`src/rtl/instr_sequencer.sv`:
```
// Fetch/decode/control sequencer feeding a 16x4 register file and ALU.
// Each instruction runs FETCH -> DECODE -> EXEC -> WB so register reads land
// on the DECODE exit edge and write-back lands on the WB exit edge.
module instr_sequencer #(
    parameter int PC_W = 4,
    parameter int OP_W = 3
) (
    input  logic            clk,
    input  logic            rst,
    input  logic            prog_we,
    input  logic [PC_W-1:0] prog_addr,
    input  logic [15:0]     prog_data,
    input  logic            run,
    output logic [11:0]     instruction,
    output logic [OP_W-1:0] ALU_op,
    output logic            ALU_Src,
    output logic            Reg_Write,
    output logic            Reg_Store,
    output logic [PC_W-1:0] pc,
    output logic            busy,
    output logic            halted
);

    typedef enum logic [2:0] {
        S_IDLE   = 3'd0,
        S_FETCH  = 3'd1,
        S_DECODE = 3'd2,
        S_EXEC   = 3'd3,
        S_WB     = 3'd4,
        S_HALT   = 3'd5
    } state_t;

    localparam logic [3:0] OPC_ADD  = 4'h1;
    localparam logic [3:0] OPC_SUB  = 4'h2;
    localparam logic [3:0] OPC_AND  = 4'h3;
    localparam logic [3:0] OPC_OR   = 4'h4;
    localparam logic [3:0] OPC_ADDI = 4'h5;
    localparam logic [3:0] OPC_SUBI = 4'h6;
    localparam logic [3:0] OPC_CMP  = 4'h7;
    localparam logic [3:0] OPC_JMP  = 4'h8;
    localparam logic [3:0] OPC_HALT = 4'hF;

    localparam logic [OP_W-1:0] ALU_ADD  = OP_W'(3'd0);
    localparam logic [OP_W-1:0] ALU_SUB  = OP_W'(3'd1);
    localparam logic [OP_W-1:0] ALU_AND  = OP_W'(3'd2);
    localparam logic [OP_W-1:0] ALU_OR   = OP_W'(3'd3);
    localparam logic [OP_W-1:0] ALU_PASS = OP_W'(3'd4);

    // Opcode -> {ALU_op, ALU_Src, Reg_Store}. Non-ALU opcodes select PASS
    // and never store.
    function automatic logic [OP_W+1:0] decode_ctrl(input logic [3:0] opc);
        logic [OP_W-1:0] op;
        logic            src;
        logic            store;
        op    = ALU_PASS;
        src   = 1'b0;
        store = 1'b0;
        case (opc)
            OPC_ADD:  begin op = ALU_ADD; store = 1'b1; end
            OPC_SUB:  begin op = ALU_SUB; store = 1'b1; end
            OPC_AND:  begin op = ALU_AND; store = 1'b1; end
            OPC_OR:   begin op = ALU_OR;  store = 1'b1; end
            OPC_ADDI: begin op = ALU_ADD; src = 1'b1; store = 1'b1; end
            OPC_SUBI: begin op = ALU_SUB; src = 1'b1; store = 1'b1; end
            OPC_CMP:  begin op = ALU_SUB; end
            default:  begin op = ALU_PASS; src = 1'b0; store = 1'b0; end
        endcase
        return {op, src, store};
    endfunction

    logic [15:0]  mem [0:(1<<PC_W)-1];
    state_t       state_r;
    state_t       state_s;
    logic [3:0]   ir_op_r;       // opcode half of the IR; field half is `instruction`
    logic [15:0]  fetch_word_s;

    assign fetch_word_s = mem[pc];

    // Program memory load port, only open while the sequencer is idle.
    always_ff @(posedge clk) begin
        if (state_r == S_IDLE && prog_we) begin
            mem[prog_addr] <= prog_data;
        end
    end

    // Next-state logic.
    always_comb begin
        state_s = state_r;
        case (state_r)
            S_IDLE:   begin
                if (run) state_s = S_FETCH;
                else     state_s = S_IDLE;
            end
            S_FETCH:  state_s = S_DECODE;
            S_DECODE: begin
                if (ir_op_r == OPC_JMP)       state_s = S_FETCH;
                else if (ir_op_r == OPC_HALT) state_s = S_HALT;
                else                          state_s = S_EXEC;
            end
            S_EXEC:   state_s = S_WB;
            S_WB:     begin
                if (run) state_s = S_FETCH;
                else     state_s = S_IDLE;
            end
            S_HALT:   begin
                if (run) state_s = S_HALT;
                else     state_s = S_IDLE;
            end
            default:  state_s = S_IDLE;
        endcase
    end

    // State register, IR, PC and registered control outputs. The fetched word
    // is decoded onto the outputs at the FETCH exit edge so the register file
    // sees stable fields for the whole DECODE cycle and they hold through WB.
    always_ff @(posedge clk or posedge rst) begin
        if (rst) begin
            state_r     <= S_IDLE;
            ir_op_r     <= 4'h0;
            instruction <= 12'h000;
            ALU_op      <= {OP_W{1'b0}};
            ALU_Src     <= 1'b0;
            Reg_Store   <= 1'b0;
            Reg_Write   <= 1'b0;
            pc          <= {PC_W{1'b0}};
            busy        <= 1'b0;
            halted      <= 1'b0;
        end else begin
            state_r   <= state_s;
            Reg_Write <= (state_s == S_WB);
            busy      <= (state_s == S_FETCH) || (state_s == S_DECODE) ||
                         (state_s == S_EXEC)  || (state_s == S_WB);
            halted    <= (state_s == S_HALT);
            case (state_r)
                S_FETCH: begin
                    ir_op_r     <= fetch_word_s[15:12];
                    instruction <= fetch_word_s[11:0];
                    {ALU_op, ALU_Src, Reg_Store} <= decode_ctrl(fetch_word_s[15:12]);
                end
                S_DECODE: begin
                    if (ir_op_r == OPC_JMP) pc <= instruction[PC_W-1:0];
                end
                S_WB:     pc <= pc + PC_W'(1'b1);
                S_HALT: begin
                    if (!run) pc <= {PC_W{1'b0}};
                end
                default: ;
            endcase
        end
    end

endmodule

```
`config.mk`:
```
export PLATFORM = sky130hd
export DESIGN_NAME = instr_sequencer
export DESIGN_NICKNAME = d
export VERILOG_FILES = /design/src/rtl/instr_sequencer.sv
export SDC_FILE = /design/constraint.sdc
export NUM_CORES = 1
export LEC_CHECK = 0
export ABC_AREA = 1
export CAP_MARGIN = 25
export CELL_PAD_IN_SITES_DETAIL_PLACEMENT = 1
export CELL_PAD_IN_SITES_GLOBAL_PLACEMENT = 2
export CORE_UTILIZATION = 42
export DETAILED_ROUTE_END_ITERATION = 10
export PLACE_DENSITY = 0.82
export SLEW_MARGIN = 0
export SYNTH_ARGS = -nofsm -noshare
export SYNTH_HDL_FRONTEND = slang
export SYNTH_SLANG_ARGS = --single-unit
```
`constraint.sdc`:
```
create_clock -name clk -period 2.45 [get_ports clk]
set_input_delay 0.3675 -clock clk [delete_from_list [all_inputs] [get_ports clk]]
set_output_delay 0.3675 -clock clk [all_outputs]
set_load 0.01 [all_outputs]
```
; After elaboration in Yosys (flattened, before gate mapping)
; Memories as Yosys holds them, arrays and structs flattened.
; Index checks and enable logic that the tools add are counted.
[totals]
ff_bits = 31
mem_bits_rw = 256
word_cells = 58
mem_count = 1
[memory_table]
columns = memory, words, word_bits, rd, rd_clocked_by_memory_dff, wr, line
row1 = mem, 16, 16, 1, 0, 1, 71  ; logic [15:0] mem [0:(1<<PC_W)-1];
[op_classes]
addsub = 1
n_eq_ne = 21
mux = 13
n_reduce_logical = 12
[op_table]
columns = cell, n
row1 = $eq 4x3->1 const B, 4
row2 = $pmux 3 s5, 1
row3 = $eq 3x2->1 const B, 4
row4 = $eq 3x3->1 const B, 4
row5 = $pmux 3 s4, 1
row6 = $pmux 4 s3, 1
row7 = $mux 3, 3
row8 = $eq 4x2->1 const B, 2
row9 = $eq 4x4->1 const B, 2
row10 = $mux 4, 2
row11 = $eq 3x1->1 const B, 2
row12 = $reduce_or 2->1, 3
row13 = $reduce_or 6->1, 1
row14 = $mux 1, 5
row15 = $add 4x1->4 const B, 1
row16 = $eq 4x1->1 const B, 1
row17 = $ne 2x2->1 const B, 2
row18 = $logic_not 3->1, 1
row19 = $logic_or 1x1->1, 3
row20 = $reduce_and 3->1, 1
row21 = $reduce_bool 3->1, 1
row22 = $reduce_or 3->1, 1
row23 = $logic_and 1x1->1, 1

; Longest topological paths before layout
; Gate-level depths: netlist (run 1).
[depth]
depth_word = 8
depth_mapped = 14
ltp_nobuf = 13

; Worst setup path after synthesis (run 1)
; OpenSTA, ideal clock, no wires.
[synth_timing]
kind = reg-to-reg
from = register state_r[0]
to = memory mem[0][0] (enable)
setup_time_ps = 388
arrival_time_ps = 1711
path_slack_ps = 350
stages_incl_launch_ff = 6
path_buffers = 0
cell_sequence = dfrtp_1 inv_2 nand2_1 nor3_1 nand3_1 nor2_1
[synth_between]
elab_chain_cells = 4
[synth_lines]
columns = element, line
row1 = start: declaration, 72  ; state_t state_r;
row2 = start signal: assignment, 129  ; state_r <= state_s;
row3 = $logic_not 3->1, 81  ; if (state_r == S_IDLE && prog_we) begin
row4 = $logic_and 1x1->1, 81
row5 = $mux 1, 81
row6 = $mux 1 (not written as such), 82  ; mem[prog_addr] <= prog_data;
row7 = end: declaration, 71
; Every way passes these cells.

; Final worst setup path (run 1)
[layout_timing]
from = register pc[0]
to = output port pc[0]
[layout_rtl]
columns = element, line
row1 = start: declaration, 19  ; output logic [PC_W-1:0] pc,
row2 = start signal: assignment, 125  ; pc <= {PC_W{1'b0}};
row3 = start signal: assignment, 141  ; if (ir_op_r == OPC_JMP) pc <= instruction[PC_W-1:0];
row4 = start signal: assignment, 143  ; S_WB: pc <= pc + PC_W'(1'b1);
; No word-level cell between the ends.

==> run_results.csv, run 1 <==
group,metric,value,unit
timing,fin_skew,31.31,ps
synthesis,ys_top_cells_by_area,"edfxtp_1 (66%), dfrtp_1 (6.6%), nand2_1 (5.6%)",
floorplan,die_x,168.8,microns
global_routing,grt_pass1_wl,49290,microns
timing,fmax,0.4238,GHz
power,p_per_area,1097,nW/um^2
detailed_routing,drc,0,
critical_path,cp.required,2080,ps
status,status,"finished, final reports clean",
global_routing,grt_pass1_vias,8118,
floorplan,initial_core_util,0.4310,
critical_path,startpoint_type,"flip-flop",
synthesis,netlist_area,11680,sq um
clock_tree,clk_pin_slew_worst_paths,60,ps
place,io_buffers,47,
power,comb_power_share,0.325,
timing,hold_viol_final,0,
clock_tree,max-clock-path-buffers,3,
final_layout,fin_nets,1082,
final_layout,final_util,0.5097,
clock_tree,clock_sinks,287,
floorplan,num_io_pins,48,
timing,worst_pin_slew,854.4,ps
critical_path,arrival,1990,ps
final_layout,n_antenna_cell,0,
final_layout,area_delta_synth_final,18.26,%
detailed_routing,drtAntennaViolNets,0,
synthesis,yosys.area.top_type_share,0.6582,
synthesis,synth-main-ff-cell,"edfxtp_1",
synthesis,yosysUniqueCellTypes,32,
floorplan,die_height,168.8,microns
global_routing,antenna_found_initial,0,
synthesis,ys_ff_latch,287,
critical_path,worstSetupEndpointType,"primary output",
flow_run,drv_cap,0,
clock_tree,root_buffer,"clkbuf_16",
timing,setup-tns-final,0,ps
clock_tree,cts_tree,"done",
detailed_routing,wl_per_cell,22.23,microns
detailed_routing,vias_per_cell,5.409,
detailed_routing,drt_iter0_drc,626,
final_layout,final_cells,1452,
clock_tree,clock_latency,580,ps
synthesis,yosysSeqAreaShare,0.7246,
global_routing,grt_max_degree,76,
timing,slew_headroom,0.4286,
detailed_routing,drtPass1Iterations,4,
timing,post-route-period-util,0.9630,
synthesis,synth-edff-count,256,
synthesis,synth_top_area_cell,"edfxtp_1",
power,peakVddDrop,0.0005212,V
floorplan,die_area,28480,sq um
timing,finalSetupViolCount,0,
power,power.switching,5.424,mW
clock_tree,cts_hold_buf,0,
critical_path,crit_fanout,42,
power,leakage,5.041,nW
power,p_int,9.729,mW
synthesis,synthArstFlopShare,0.1080,
synthesis,syn_inst,974,
final_layout,drive_gt1_frac,0.1278,
clock_tree,cts_inserted_buffers,30,
place,pre_cts_ws,142.6,ps
synthesis,mappedNetlistNets,999,
detailed_routing,vias,7854,
detailed_routing,wirelength,32290,microns
timing,fin_crit,2359,ps
critical_path,worstSetupPathType,"reg2out",
global_routing,gr-total-overflow,0,
timing,hold-worst-slack,245.6,ps
clock_tree,post_cts_buffers,0,
place,dp_hpwl,21380,microns
min_path,hold_class,"in2async",
place,place_congestion,0.7988,
power,netSwitchingFraction,0.3579,
timing,rsz0062_at_grt,"no",
power,power,15.15,mW
clock_tree,cts_max_level,1,
timing,setup_ws,90.54,ps
synthesis,synth.avg_cell_area,11.99,sq um
power,pwr-share-seq,0.389,
synthesis,ys_warn_count,0,
floorplan,row_count,60,
global_routing,grt_use_total,0.2339,
power,power_frac_clock,0.285,
place,place_area,12870,sq um
final_layout,design_area,13810,sq um
floorplan,core_area,27100,sq um
timing,drv_slew,0,
place,dp.cells,1397,
cell type report:
class	instances	area (sq um)
clock buffer	36	803.3
clock inverter	19	131.4
fill	2809	13290
inverter	62	234.0
multi-input combinational	569	2661
sequential	287	8468
tap	372	465.4
timing repair buffer	107	1050
state kept, by name, summed over array words and instances (netlist names):
| name | flops |
|---|---|
| Reg_Write | 1 |
| mem | 256 |
| pc | 4 |
| state_r | 3 |
| halted | 1 |
| ALU_op | 3 |
| busy | 1 |
| ir_op_r | 4 |
| ALU_Src | 1 |
| Reg_Store | 1 |
| instruction | 12 |
power by group through the flow:
| stage | Sequential, mW | Clock (mW) | Combinational, mW |
|---|---|---|---|
| floorplan | 6.01 | 0 | 3.12 |
| global placement | 5.99 | 0 | 4.86 |
| detailed placement | 6.00 | 0 | 4.94 |
| CTS | 5.90 | 4.38 | 4.98 |
| global route | 5.93 | 4.55 | 5.50 |
| finish | 5.90 | 4.32 | 4.93 |
synthesized netlist by cell type, types with 2 or more instances:
library cell / instances
a31oi_1: 5
nor4_1: 8
nor2_2: 2
buf_6: 9
edfxtp_1: 256
o21ai_0: 84
inv_2: 5
nor3_1: 17
o21ai_1: 29
nand2_1: 174
nand2_2: 3
buf_2: 19
buf_4: 16
nand3_1: 53
o221ai_1: 14
a21oi_1: 23
inv_1: 56
nor2_1: 123
o22ai_1: 25
dfrtp_1: 31
clkbuf_1: 11
kinds of logic after synthesis:
family / after synthesis / synth area share
AO/OA/AOI/OAI: 183 / 0.08688
adder cells (fa/ha/maj): 1 / 0.001071
XOR/XNOR: 1 / 0.0007500
flip-flops: 287 / 0.7246
AND/OR/NAND/NOR: 384 / 0.1357
buffers and inverters: 118 / 0.05099
worst paths after layout:
kind	slack, ps	startpoint	to	cells after the start
min in group clk	480	ALU_op[2]$_DFFE_PP0N_	ALU_op[2]$_DFFE_PP0N_	2
worst min register to register	480	ALU_op[2]$_DFFE_PP0N_	ALU_op[2]$_DFFE_PP0N_	2
worst max register to register	400	pc[0]$_DFFE_PP0P_	Reg_Store$_DFFE_PP0N_	13
worst min-delay path	250	rst	instruction[11]$_DFFE_PP0N_	3
max in group asynchronous	1810	rst	pc[0]$_DFFE_PP0P_	3
worst max-delay path	90	pc[0]$_DFFE_PP0P_	pc[0]	2
worst max-delay path, cell delays in order (launching register included):
cell,delay [ps]
dfrtp_4,450
buf_6,320
clkdlybuf4s50_1,620
layout by cell type (no fill, tap or decap), drive strengths merged:
master,Yosys,final
clkdlybuf4s50,0,47
xnor2,1,1
o21ai,113,113
a21oi,23,23
nor2,125,125
nor3,18,18
nand2,177,177
bufinv,0,1
or2,1,1
o21bai,1,1
nand3,54,54
edfxtp,256,256
o211ai,1,1
o311ai,1,1
buf,44,60
nor4,8,8
clkinvlp,0,1
a31oi,5,5
dfrtp,31,31
clkinv,1,18
inv,61,61
ha,1,1
o22ai,25,25
o221ai,14,14
clkbuf,12,36
nand4,1,1
per-layer routing:
metal / vias to the layer above / share of wire / GRT usage / wire length [microns]
li1: 3605 / - / - / -
met1: 3953 / 0.43 / 0.3176 / 14000
met2: 236 / 0.48 / 0.3917 / 15550
met3: 60 / 0.058 / 0.03297 / 1878
met4: 0 / 0.026 / 0.06917 / 854
met5: - / 0 / 0 / 0
timing repair:
item                                    CTS  global route
endpoints found under the setup margin    1             0
resized for setup                         1             0
endpoints found under the hold margin     0             0
No activity file was read; power rests on OpenSTA's default activity.
==> run 2, diff against run 1 <==
PLACE_DENSITY = unset   (was 0.82)
PLACE_DENSITY_LB_ADDON = 0.15   (was unset)
==> run 2 against run 1 <==
Against the previous run:
- die area unchanged
- final cell count increased by 0.69%
- combinational power grew 3%
- sequential power about the same
- flip-flop and latch count unchanged
- highest routed layer unchanged
==> run_results.csv, run 2 (synthesized netlist as in run 1, its figures left out) <==
group,metric,value,unit
status,status,"finished, final reports clean",
final_layout,drive_gt1_frac,0.1330,
timing,fin_crit,2290,ps
timing,fmax,0.4367,GHz
clock_tree,max-clock-path-buffers,3,
global_routing,gr-total-overflow,0,
floorplan,initial_core_util,0.4310,
detailed_routing,drt_iter0_drc,680,
global_routing,grt_use_total,0.2397,
timing,slew_headroom,0.6252,
place,io_buffers,47,
clock_tree,clock_latency,560,ps
clock_tree,clk_pin_slew_worst_paths,60,ps
min_path,hold_class,"in2async",
place,place_congestion,0.8030,
critical_path,arrival,1920,ps
power,leakage,5.081,nW
global_routing,antenna_found_initial,0,
global_routing,grt_pass1_vias,7962,
global_routing,grt_max_degree,67,
critical_path,startpoint_type,"flip-flop",
timing,drv_slew,0,
floorplan,row_count,60,
timing,setup-tns-final,0,ps
timing,fin_skew,14.37,ps
floorplan,num_io_pins,48,
power,p_per_area,1106,nW/um^2
flow_run,drv_cap,0,
detailed_routing,wirelength,33250,microns
timing,post-route-period-util,0.9346,
critical_path,worstSetupStartpoint,"pc[1]$_DFFE_PP0P_",
timing,worst_pin_slew,555.1,ps
timing,finalSetupViolCount,0,
final_layout,reg_top3,"mem (256), instruction (12)",
final_layout,regMostFlops,"mem",
floorplan,core_area,27100,sq um
critical_path,cp.required,2080,ps
detailed_routing,drc,0,
detailed_routing,vias,7790,
clock_tree,post_cts_buffers,0,
global_routing,grt_pass1_wl,50260,microns
clock_tree,cts_max_level,1,
detailed_routing,drtAntennaViolNets,0,
detailed_routing,wl_met3,1647,microns
clock_tree,cts_hold_buf,0,
timing,rsz0062_at_grt,"no",
detailed_routing,wl_met2,15300,microns
detailed_routing,wl_per_cell,22.74,microns
critical_path,r2r_start,"pc[0]$_DFFE_PP0P_",
final_layout,mostFrequentLayoutCells,"edfxtp_1 (256), nand2_1 (174), nor2_1 (107), o21ai_0 (84), inv_1 (56)",
clock_tree,clock_sinks,287,
critical_path,worstSetupEndpointType,"primary output",
timing,hold_viol_final,0,
power,peakVddDrop,0.0005901,V
detailed_routing,drt-met1-wl,15830,microns
place,place_area,12970,sq um
final_layout,nFillCells,2813,
timing,hold-worst-slack,233.4,ps
detailed_routing,top_layer,"met4",
final_layout,largest_reg_flops,256,
floorplan,die_area,28480,sq um
detailed_routing,vias_per_cell,5.328,
clock_tree,cts_tree,"done",
final_layout,design_area,13940,sq um
detailed_routing,drtPass1Iterations,5,
critical_path,worstSetupPathType,"reg2out",
final_layout,area_delta_synth_final,19.35,%
final_layout,final_common_cell,"edfxtp_1",
place,dp_hpwl,21780,microns
clock_tree,cts_inserted_buffers,31,
final_layout,n_antenna_cell,0,
floorplan,die_x,168.8,microns
clock_tree,cts_resized,1,
final_layout,final_util,0.5144,
power,power,15.41,mW
critical_path,crit_fanout,44,
clock_tree,root_buffer,"clkbuf_16",
final_layout,fin_nets,1091,
floorplan,die_height,168.8,microns
run 2: layer usage:
layer | track usage | vias to the layer above
met2 | 0.3836 | 194
met3 | 0.03273 | 36
met1 | 0.3522 | 3930
li1 | - | 3630
met4 | 0.04506 | 0
met5 | 0 | -
run 2: worst max-delay path, stage by stage (launching register included):
cell and delay (ps):
dfrtp_2 380, buf_6 370, clkdlybuf4s50_1 620
run 2: final cells by class:
cell class | instances | area (sq um) | area share
Sequential cell | 287 | 8468 | 0.6075
Inverter | 62 | 235.2 | 0.01687
Clock inverter | 24 | 178.9 | 0.01284
Tap cell | 372 | 465.4 | 0.03339
Clock buffer | 33 | 783.3 | 0.05619
Multi-Input combinational cell | 569 | 2661 | 0.1909
Timing Repair Buffer | 115 | 1147 | 0.08231
run 2: path summary, 6_finish.rpt:
path | endpoint | slack [ps] | cells after the start
worst max register to register | Reg_Store$_DFFE_PP0N_ | 430 | 13
worst min register to register | ALU_op[2]$_DFFE_PP0N_ | 470 | 2
min in group clk | ALU_op[2]$_DFFE_PP0N_ | 470 | 2
worst min-delay path | state_r[2]$_DFF_PP0_ | 230 | 3
worst max-delay path | pc[1] | 160 | 2
max in group asynchronous | pc[0]$_DFFE_PP0P_ | 1850 | 3
run 2: power by group:
group / internal [mW] / leakage (nW) / switching (mW)
combinational: 1.72 / 1.94 / 3.35
clock: 2.51 / 0.460 / 1.93
sequential: 5.67 / 2.68 / 0.232
total: 9.91 / 5.08 / 5.51
run 2: through the flow:
step | cells | setup WS [ps]
4_1_cts | 1462 | 128.3
2_1_floorplan | 974 | 350.4
6_report | 1462 | 160.3
3_5_place_dp | 1405 | 181.1
5_1_grt | 1462 | 84.65
3_3_place_gp | 1405 | 194.6
